### src/rtl/bcd_disp_pkg.sv
// Shared definitions for the multiplexed BCD display.
// Holds the active-low segment patterns ([0]=a .. [6]=g, [7]=dp), the
// digit-index encoding used by the scanner, and a helper that turns an
// index into its active-low digit enable.
package bcd_disp_pkg;

  typedef enum logic [2:0] {
    DIG_ONES = 3'd0,
    DIG_TENS = 3'd1,
    DIG_HUND = 3'd2,
    DIG_THOU = 3'd3,
    DIG_SIGN = 3'd4
  } dig_idx_t;

  localparam logic [7:0] SEG_0     = 8'hC0;
  localparam logic [7:0] SEG_1     = 8'hF9;
  localparam logic [7:0] SEG_2     = 8'hA4;
  localparam logic [7:0] SEG_3     = 8'hB0;
  localparam logic [7:0] SEG_4     = 8'h99;
  localparam logic [7:0] SEG_5     = 8'h92;
  localparam logic [7:0] SEG_6     = 8'h82;
  localparam logic [7:0] SEG_7     = 8'hF8;
  localparam logic [7:0] SEG_8     = 8'h80;
  localparam logic [7:0] SEG_9     = 8'h90;
  localparam logic [7:0] SEG_E     = 8'h86;  // a,d,e,f,g
  localparam logic [7:0] SEG_MINUS = 8'hBF;  // g only
  localparam logic [7:0] SEG_BLANK = 8'hFF;

  localparam logic [4:0] DIG_ALL_OFF = 5'h1F;

  function automatic logic [4:0] dig_enable(input dig_idx_t idx);
    logic [4:0] one_hot;
    one_hot = 5'b00001 << idx;
    return ~one_hot;
  endfunction

endpackage

### src/rtl/seg7_decode.sv
// Combinational nibble to 7-segment lookup (active-low, dp off).
// Ports: nib - BCD nibble; seg - segment pattern, "E" for nibbles above 9.
module seg7_decode
  import bcd_disp_pkg::*;
(
  input  logic [3:0] nib,
  output logic [7:0] seg
);

  always_comb begin
    seg = SEG_E;
    case (nib)
      4'd0:    seg = SEG_0;
      4'd1:    seg = SEG_1;
      4'd2:    seg = SEG_2;
      4'd3:    seg = SEG_3;
      4'd4:    seg = SEG_4;
      4'd5:    seg = SEG_5;
      4'd6:    seg = SEG_6;
      4'd7:    seg = SEG_7;
      4'd8:    seg = SEG_8;
      4'd9:    seg = SEG_9;
      default: seg = SEG_E;
    endcase
  end

endmodule

### src/rtl/bcd_seg_scan.sv
// Time-multiplexed driver for a signed 4-digit BCD display plus sign digit.
// Ports:
//   clk, rst    - clock, synchronous active-high reset
//   bcd         - [16] sign, [15:0] four BCD digits (thousands..ones)
//   bcd_vld     - single-cycle strobe qualifying bcd
//   seg         - active-low segments, registered
//   dig_sel     - active-low digit enables [0] ones .. [4] sign, registered
//   frame_done  - pulse on the last cycle of each frame
// Incoming values are buffered in a shadow register and only move to the
// displayed value at the frame boundary, so a frame never mixes two values.
module bcd_seg_scan
  import bcd_disp_pkg::*;
#(
  parameter int unsigned SCAN_DIV = 50000,
  parameter int unsigned GUARD    = 2,
  parameter int unsigned LZ_BLANK = 1
) (
  input  logic        clk,
  input  logic        rst,
  input  logic [16:0] bcd,
  input  logic        bcd_vld,
  output logic [7:0]  seg,
  output logic [4:0]  dig_sel,
  output logic        frame_done
);

  localparam int unsigned    CW        = $clog2(SCAN_DIV);
  localparam logic [CW-1:0]  CNT_LAST  = CW'(SCAN_DIV - 1);
  localparam logic [CW-1:0]  CNT_PRE   = CW'(SCAN_DIV - 2);
  localparam logic [CW-1:0]  CNT_GUARD = CW'(GUARD);
  localparam logic           LZ        = (LZ_BLANK != 0);

  logic [CW-1:0] cnt, cnt_nxt;
  dig_idx_t      idx, idx_nxt;
  logic          slot_end, boundary;

  logic [16:0]   shadow, disp;
  logic          pending;

  logic [3:0]    th, hu, te, on;
  logic          sign, mag_zero;
  logic          blank_th, blank_hu, blank_te, slot_blank;
  logic [3:0]    sel_nib;
  logic [7:0]    dec_seg;
  logic [7:0]    seg_nxt;
  logic [4:0]    dig_nxt;

  // Scan position: divider counter and digit index
  always_comb begin
    slot_end = (cnt == CNT_LAST);
    boundary = slot_end && (idx == DIG_SIGN);
    cnt_nxt  = slot_end ? '0 : cnt + 1'b1;
    idx_nxt  = idx;
    if (slot_end) begin
      case (idx)
        DIG_ONES: idx_nxt = DIG_TENS;
        DIG_TENS: idx_nxt = DIG_HUND;
        DIG_HUND: idx_nxt = DIG_THOU;
        DIG_THOU: idx_nxt = DIG_SIGN;
        default:  idx_nxt = DIG_ONES;
      endcase
    end
  end

  always_ff @(posedge clk) begin
    if (rst) begin
      cnt <= '0;
      idx <= DIG_ONES;
    end else begin
      cnt <= cnt_nxt;
      idx <= idx_nxt;
    end
  end

  // Capture: a strobe on the boundary cycle bypasses the shadow so the
  // value appears in the very next frame and nothing is left pending.
  always_ff @(posedge clk) begin
    if (rst) begin
      shadow  <= '0;
      disp    <= '0;
      pending <= 1'b0;
    end else begin
      if (bcd_vld)
        shadow <= bcd;
      if (boundary) begin
        if (bcd_vld)
          disp <= bcd;
        else if (pending)
          disp <= shadow;
        pending <= 1'b0;
      end else if (bcd_vld) begin
        pending <= 1'b1;
      end
    end
  end

  // Leading-zero blanking; a non-zero nibble (including >9) stops it.
  always_comb begin
    th       = disp[15:12];
    hu       = disp[11:8];
    te       = disp[7:4];
    on       = disp[3:0];
    sign     = disp[16];
    mag_zero = (disp[15:0] == '0);
    blank_th = LZ && (th == 4'd0);
    blank_hu = blank_th && (hu == 4'd0);
    blank_te = blank_hu && (te == 4'd0);

    sel_nib    = on;
    slot_blank = 1'b0;
    case (idx)
      DIG_ONES: begin sel_nib = on; slot_blank = 1'b0;     end
      DIG_TENS: begin sel_nib = te; slot_blank = blank_te; end
      DIG_HUND: begin sel_nib = hu; slot_blank = blank_hu; end
      DIG_THOU: begin sel_nib = th; slot_blank = blank_th; end
      default:  begin sel_nib = on; slot_blank = !(sign && !mag_zero); end
    endcase
  end

  seg7_decode u_dec (
    .nib (sel_nib),
    .seg (dec_seg)
  );

  // A blanked position keeps its digit enable off as well.
  always_comb begin
    seg_nxt = SEG_BLANK;
    dig_nxt = DIG_ALL_OFF;
    if (cnt >= CNT_GUARD && !slot_blank) begin
      seg_nxt = (idx == DIG_SIGN) ? SEG_MINUS : dec_seg;
      dig_nxt = dig_enable(idx);
    end
  end

  // frame_done is registered from the cycle before the boundary so it
  // lines up with the boundary state itself.
  always_ff @(posedge clk) begin
    if (rst) begin
      seg        <= SEG_BLANK;
      dig_sel    <= DIG_ALL_OFF;
      frame_done <= 1'b0;
    end else begin
      seg        <= seg_nxt;
      dig_sel    <= dig_nxt;
      frame_done <= (idx == DIG_SIGN) && (cnt == CNT_PRE);
    end
  end

endmodule

### config.mk
export PLATFORM = sky130hd
export DESIGN_NAME = bcd_seg_scan
export DESIGN_NICKNAME = d
export VERILOG_FILES = /design/src/rtl/bcd_disp_pkg.sv /design/src/rtl/seg7_decode.sv /design/src/rtl/bcd_seg_scan.sv
export SDC_FILE = /design/constraint.sdc
export NUM_CORES = 1
export LEC_CHECK = 0
export ABC_AREA = 0
export CELL_PAD_IN_SITES_DETAIL_PLACEMENT = 1
export CELL_PAD_IN_SITES_GLOBAL_PLACEMENT = 2
export CORE_MARGIN = 3
export CORE_UTILIZATION = 35
export CTS_BUF_LIST = sky130_fd_sc_hd__clkbuf_4 sky130_fd_sc_hd__clkbuf_8
export CTS_CLUSTER_SIZE = 16
export DETAILED_ROUTE_END_ITERATION = 10
export PLACE_DENSITY_LB_ADDON = 0.15
export SYNTH_ARGS = -nofsm -noshare
export SYNTH_HDL_FRONTEND = slang
export SYNTH_SLANG_ARGS = --single-unit
### constraint.sdc
create_clock -name clk -period 2.6 [get_ports clk]
set_clock_uncertainty 0.15 [all_clocks]
set_input_delay 0.52 -clock clk [delete_from_list [all_inputs] [get_ports clk]]
set_output_delay 0.52 -clock clk [all_outputs]
set_load 0.02 [all_outputs]
==> results.txt <==
In this run the power spent charging and discharging nets is 0.000557 W. Measured against the total synthesized area, the mux share comes to 8.88%. Summing the areas of all and, or, nand and nor instances in the mapped netlist gives 21.7% of the synthesized area. Setup repair after global routing left no endpoint under its margin.

The leakage power total was 1.36 nW. The number of nets with antenna violations after detailed routing is 0. Across the VDD grid, the largest voltage drop is 0.000261 V.

In this run, the clock network consumes 40.1% of the power. In the post-synthesis netlist, the cell with the most instances is sky130_fd_sc_hd__dfxtp_1. Die outline height: 96.0 um.

Walking the worst path, the cells encountered are or4_1 -> or4_1 -> nor4_4 -> buf_12 -> o21ai_0. The final worst-path setup slack came out at 0.149 ns. The tools report the clock root buffer master as sky130_fd_sc_hd__clkbuf_8. The post-CTS setup-driven buffer insertion count is 0. The final layout contains 384 nets. The post-synthesis register bit count is 67. The synthesized design spends more area on one cell type than any other, namely sky130_fd_sc_hd__dfxtp_1.

The setup path with the least slack is of type register to register. Combinational logic burns 12.2% of the power. The sequential share of the synthesized area is 47.3%, and the area fraction of the dominant cell type after synthesis is 47.3%. The cell depth of the worst hold path was 2; the slew at the pin closest to its max-slew limit was 0.645 ns. Width of the chip: 96.0 um. TritonCTS built the clock tree. The reported max-cap violation count was 0; the total negative setup slack was 0 ns. The number of placement rows came out at 32.

For the via count of the first global-routing pass, the log shows 2357. The clock net in this run drives a total of 67 sinks. The total inserted antenna cells was 0.

For the maximum root-to-sink buffer count, the log shows 2. The starting density of the core is 36.3%. Total global routing overflow: 0. Kind of start point of the critical path: a register. Final clock period utilization by the worst path: 94.3%. Global routing used 4.93% of the available met3 tracks. The detail-routed net length per standard cell is 14.2 um, and the internal power contribution is 0.00172 W. The violation count after the first detailed-route iteration was 50; the number of H-tree levels was 3.

The delay contributed by the slowest stage of the critical path works out to 0.70 ns. In the synthesized netlist the dominant register cell turns out to be sky130_fd_sc_hd__dfxtp_1. The clock slew at the register clock pins of the worst setup and hold paths is 0.07 ns. In this run the worst hold path is classified as register to register. Yosys printed 0 warnings. Summing over every cut layer, the via total after detailed routing is 2276. Cells with a size suffix above 1 make up 9.67% of the layout.

The logs give 318 for the synthesized instance count and 0.00781 mm^2 for the placeable core area. The detailed-router iteration count before antenna repair came out at 4. Entering global routing, the biggest net connects 35 pins. The power density over cell area was 651 mW/mm^2.

The HPWL after detailed placement is 4800 um. The xor and xnor fraction of the mapped netlist area was 4.33%. The slowest stage cell on the critical path was sky130_fd_sc_hd__or4_1. Largest family of logic cells by synthesized area: simple AND/OR/NAND/NOR gates. The logs give 56.6% for the remaining max-slew budget at the tightest pin and 44.8% for the share of the core filled with cells in the final layout. Counting distinct cell types in the post-synthesis netlist gives 44. Sequential cells burn 47.7% of the power. Pin placement for this block handled 34 I/O pins.

The run finished with clean final reports. The number of cells in the design after placement came out at 448. For met1 alone, demand over resource in global routing was 19.6%. Summing the areas of all fa, ha and maj instances in the mapped netlist gives 3.09% of the synthesized area.

The final number of max-transition violations is 0, and the share of the synthesized area in compound gates (AO/OA/AOI/OAI) is 9.89%. The mean area per synthesized cell is 8.91 um^2. Count of fill cells added during filler insertion: 928. Yosys mapped a number of flops with a built-in enable equal to 0. Port buffering added 32 buffers.

Global routing used 26.6% of the available met2 tracks. The tools report the number of remaining DRC errors as 0. By area the synthesized netlist is led by sky130_fd_sc_hd__dfxtp_1, sky130_fd_sc_hd__mux2i_1, sky130_fd_sc_hd__nand2_1.

Global routing used 16.0% of the available tracks across all layers. Maximum operating frequency: 0.408 GHz. Number of hold-slack violations in the final timing report: 0. The worst register-to-register path has a depth of 5. OpenSTA, run right after detailed placement, puts the worst setup slack at 0.166 ns. Relative to the synthesized area, the layout overhead comes to 23.4%. The die covers 0.00921 mm^2.

Overall power consumption after layout is estimated at 0.00228 W. Endpoint required time on the critical path: 2.68 ns. The initial antenna violation count is 0. STA classifies the critical path endpoint as a register.

Cell occurring most often along the worst timing path: sky130_fd_sc_hd__or4_1. The congestion estimate from routability-driven global placement came to 0.789. The tools report the number of standard cells in the layout, taps in and fillers out as 464. TritonCTS created 9 clock buffers. Net switching is 24.5% of the power. Of all flip-flops after synthesis, the portion carrying an async set or reset was 0%. For the clock network latency to the later pin of the worst-skew pair, the log shows 0.35 ns. The total detailed-routing wirelength was 6580 um; the cell area after technology mapping was 0.00283 mm^2.

The commonest cells after synthesis are sky130_fd_sc_hd__dfxtp_1, sky130_fd_sc_hd__nand2_1, sky130_fd_sc_hd__nor2_1. The number of nets handed over by synthesis was 345. The number of setup violations in the final report was 0. The final critical delay including setup and external delays came out at 2.45 ns.

The layer with the highest usage was met2. Dividing the detail-routed via count by the number of cells gives 4.91. The first-pass GRT wire length came out at 11200 um. The endpoint arrival time on the critical path is 2.53 ns, and the largest fanout on the critical path is 34.
[worst max-delay path: cells and delay by family, from the launching register on]
| kind | cells | cell delay, ns |
|---|---|---|
| compound gates | 1 | 0.11 |
| buf+inv | 1 | 0.21 |
| flops | 1 | 0.33 |
| simple gates | 3 | 1.51 |
[state kept, by name, summed over array words and instances, names as in the netlist]
| name | cells |
|---|---|
| pending | 1 |
| idx | 3 |
| disp | 17 |
| cnt | 16 |
| dig_sel | 5 |
| frame_done | 1 |
| seg | 7 |
| shadow | 17 |
[final cells by class]
| class | instances | area [um^2] | area share, % |
|---|---|---|---|
| inverter | 7 | 26.3 | 0.752 |
| timing repair buffer | 44 | 423 | 12.1 |
| tap | 102 | 128 | 3.65 |
| multi-input combinational | 228 | 1360 | 39.0 |
| clock buffer | 12 | 165 | 4.73 |
| sequential | 67 | 1340 | 38.4 |
| clock inverter | 4 | 47.5 | 1.36 |
[power by group through the flow]
stage	clock, W	combinational [W]	sequential [W]
floorplan	0	0.000155	0.00112
global placement	0	0.000277	0.00111
detailed placement	0	0.000281	0.00111
CTS	0.000949	0.000284	0.00109
global route	0.000991	0.000314	0.00109
finish	0.000913	0.000278	0.00108
[path summary, 6_finish.rpt]
kind | start | endpoint | slack (ns)
min | disp[1] | disp[1] | 0.33
max | cnt[13] | disp[5] | 0.15
min reg2reg | disp[1] | disp[1] | 0.33
max reg2reg | cnt[13] | disp[5] | 0.15
[layer usage]
layer  up-vias  share of wire (%)
met2        33                 49
met4         0                1.4
met5         -                  0
met1      1072                 46
li1       1158                  -
met3        13                4.0
[repair_timing]
| item | 4_1_cts | 5_1_grt |
|---|---|---|
| endpoints found under the setup margin | 0 | 1 |
| hold buffers | 0 | 0 |
| resized for setup | 0 | 1 |
[stage by stage]
stage | area (um^2) | hold slack [ns]
detailed placement | 3280 | 0.331
global placement | 3280 | 0.310
finish | 3490 | 0.333
global route | 3490 | 0.365
CTS | 3490 | 0.334
floorplan | 2830 | 0.283
[cell families after synthesis]
kind of cell / after synthesis
XOR/XNOR: 14
flip-flops: 67
multiplexers: 25
buffers and inverters: 23
other: 1
AO/OA/AOI/OAI: 47
AND/OR/NAND/NOR: 134
adder cells (fa/ha/maj): 7
[layout by cell type (no fill, tap or decap), drive strengths merged, types with 3 or more instances in the layout]
cell           count
and3               3
nor2              42
buf               12
o21ai             25
nor3               5
ha                 7
clkbuf            12
nor4              10
o31ai              3
inv                7
nand3             13
xnor2              5
dfxtp             67
xor2               9
a21oi              7
a2bb2oi            3
nand2             47
clkdlybuf4s50     32
mux2i             24
Power figures use the tool's default switching activity.
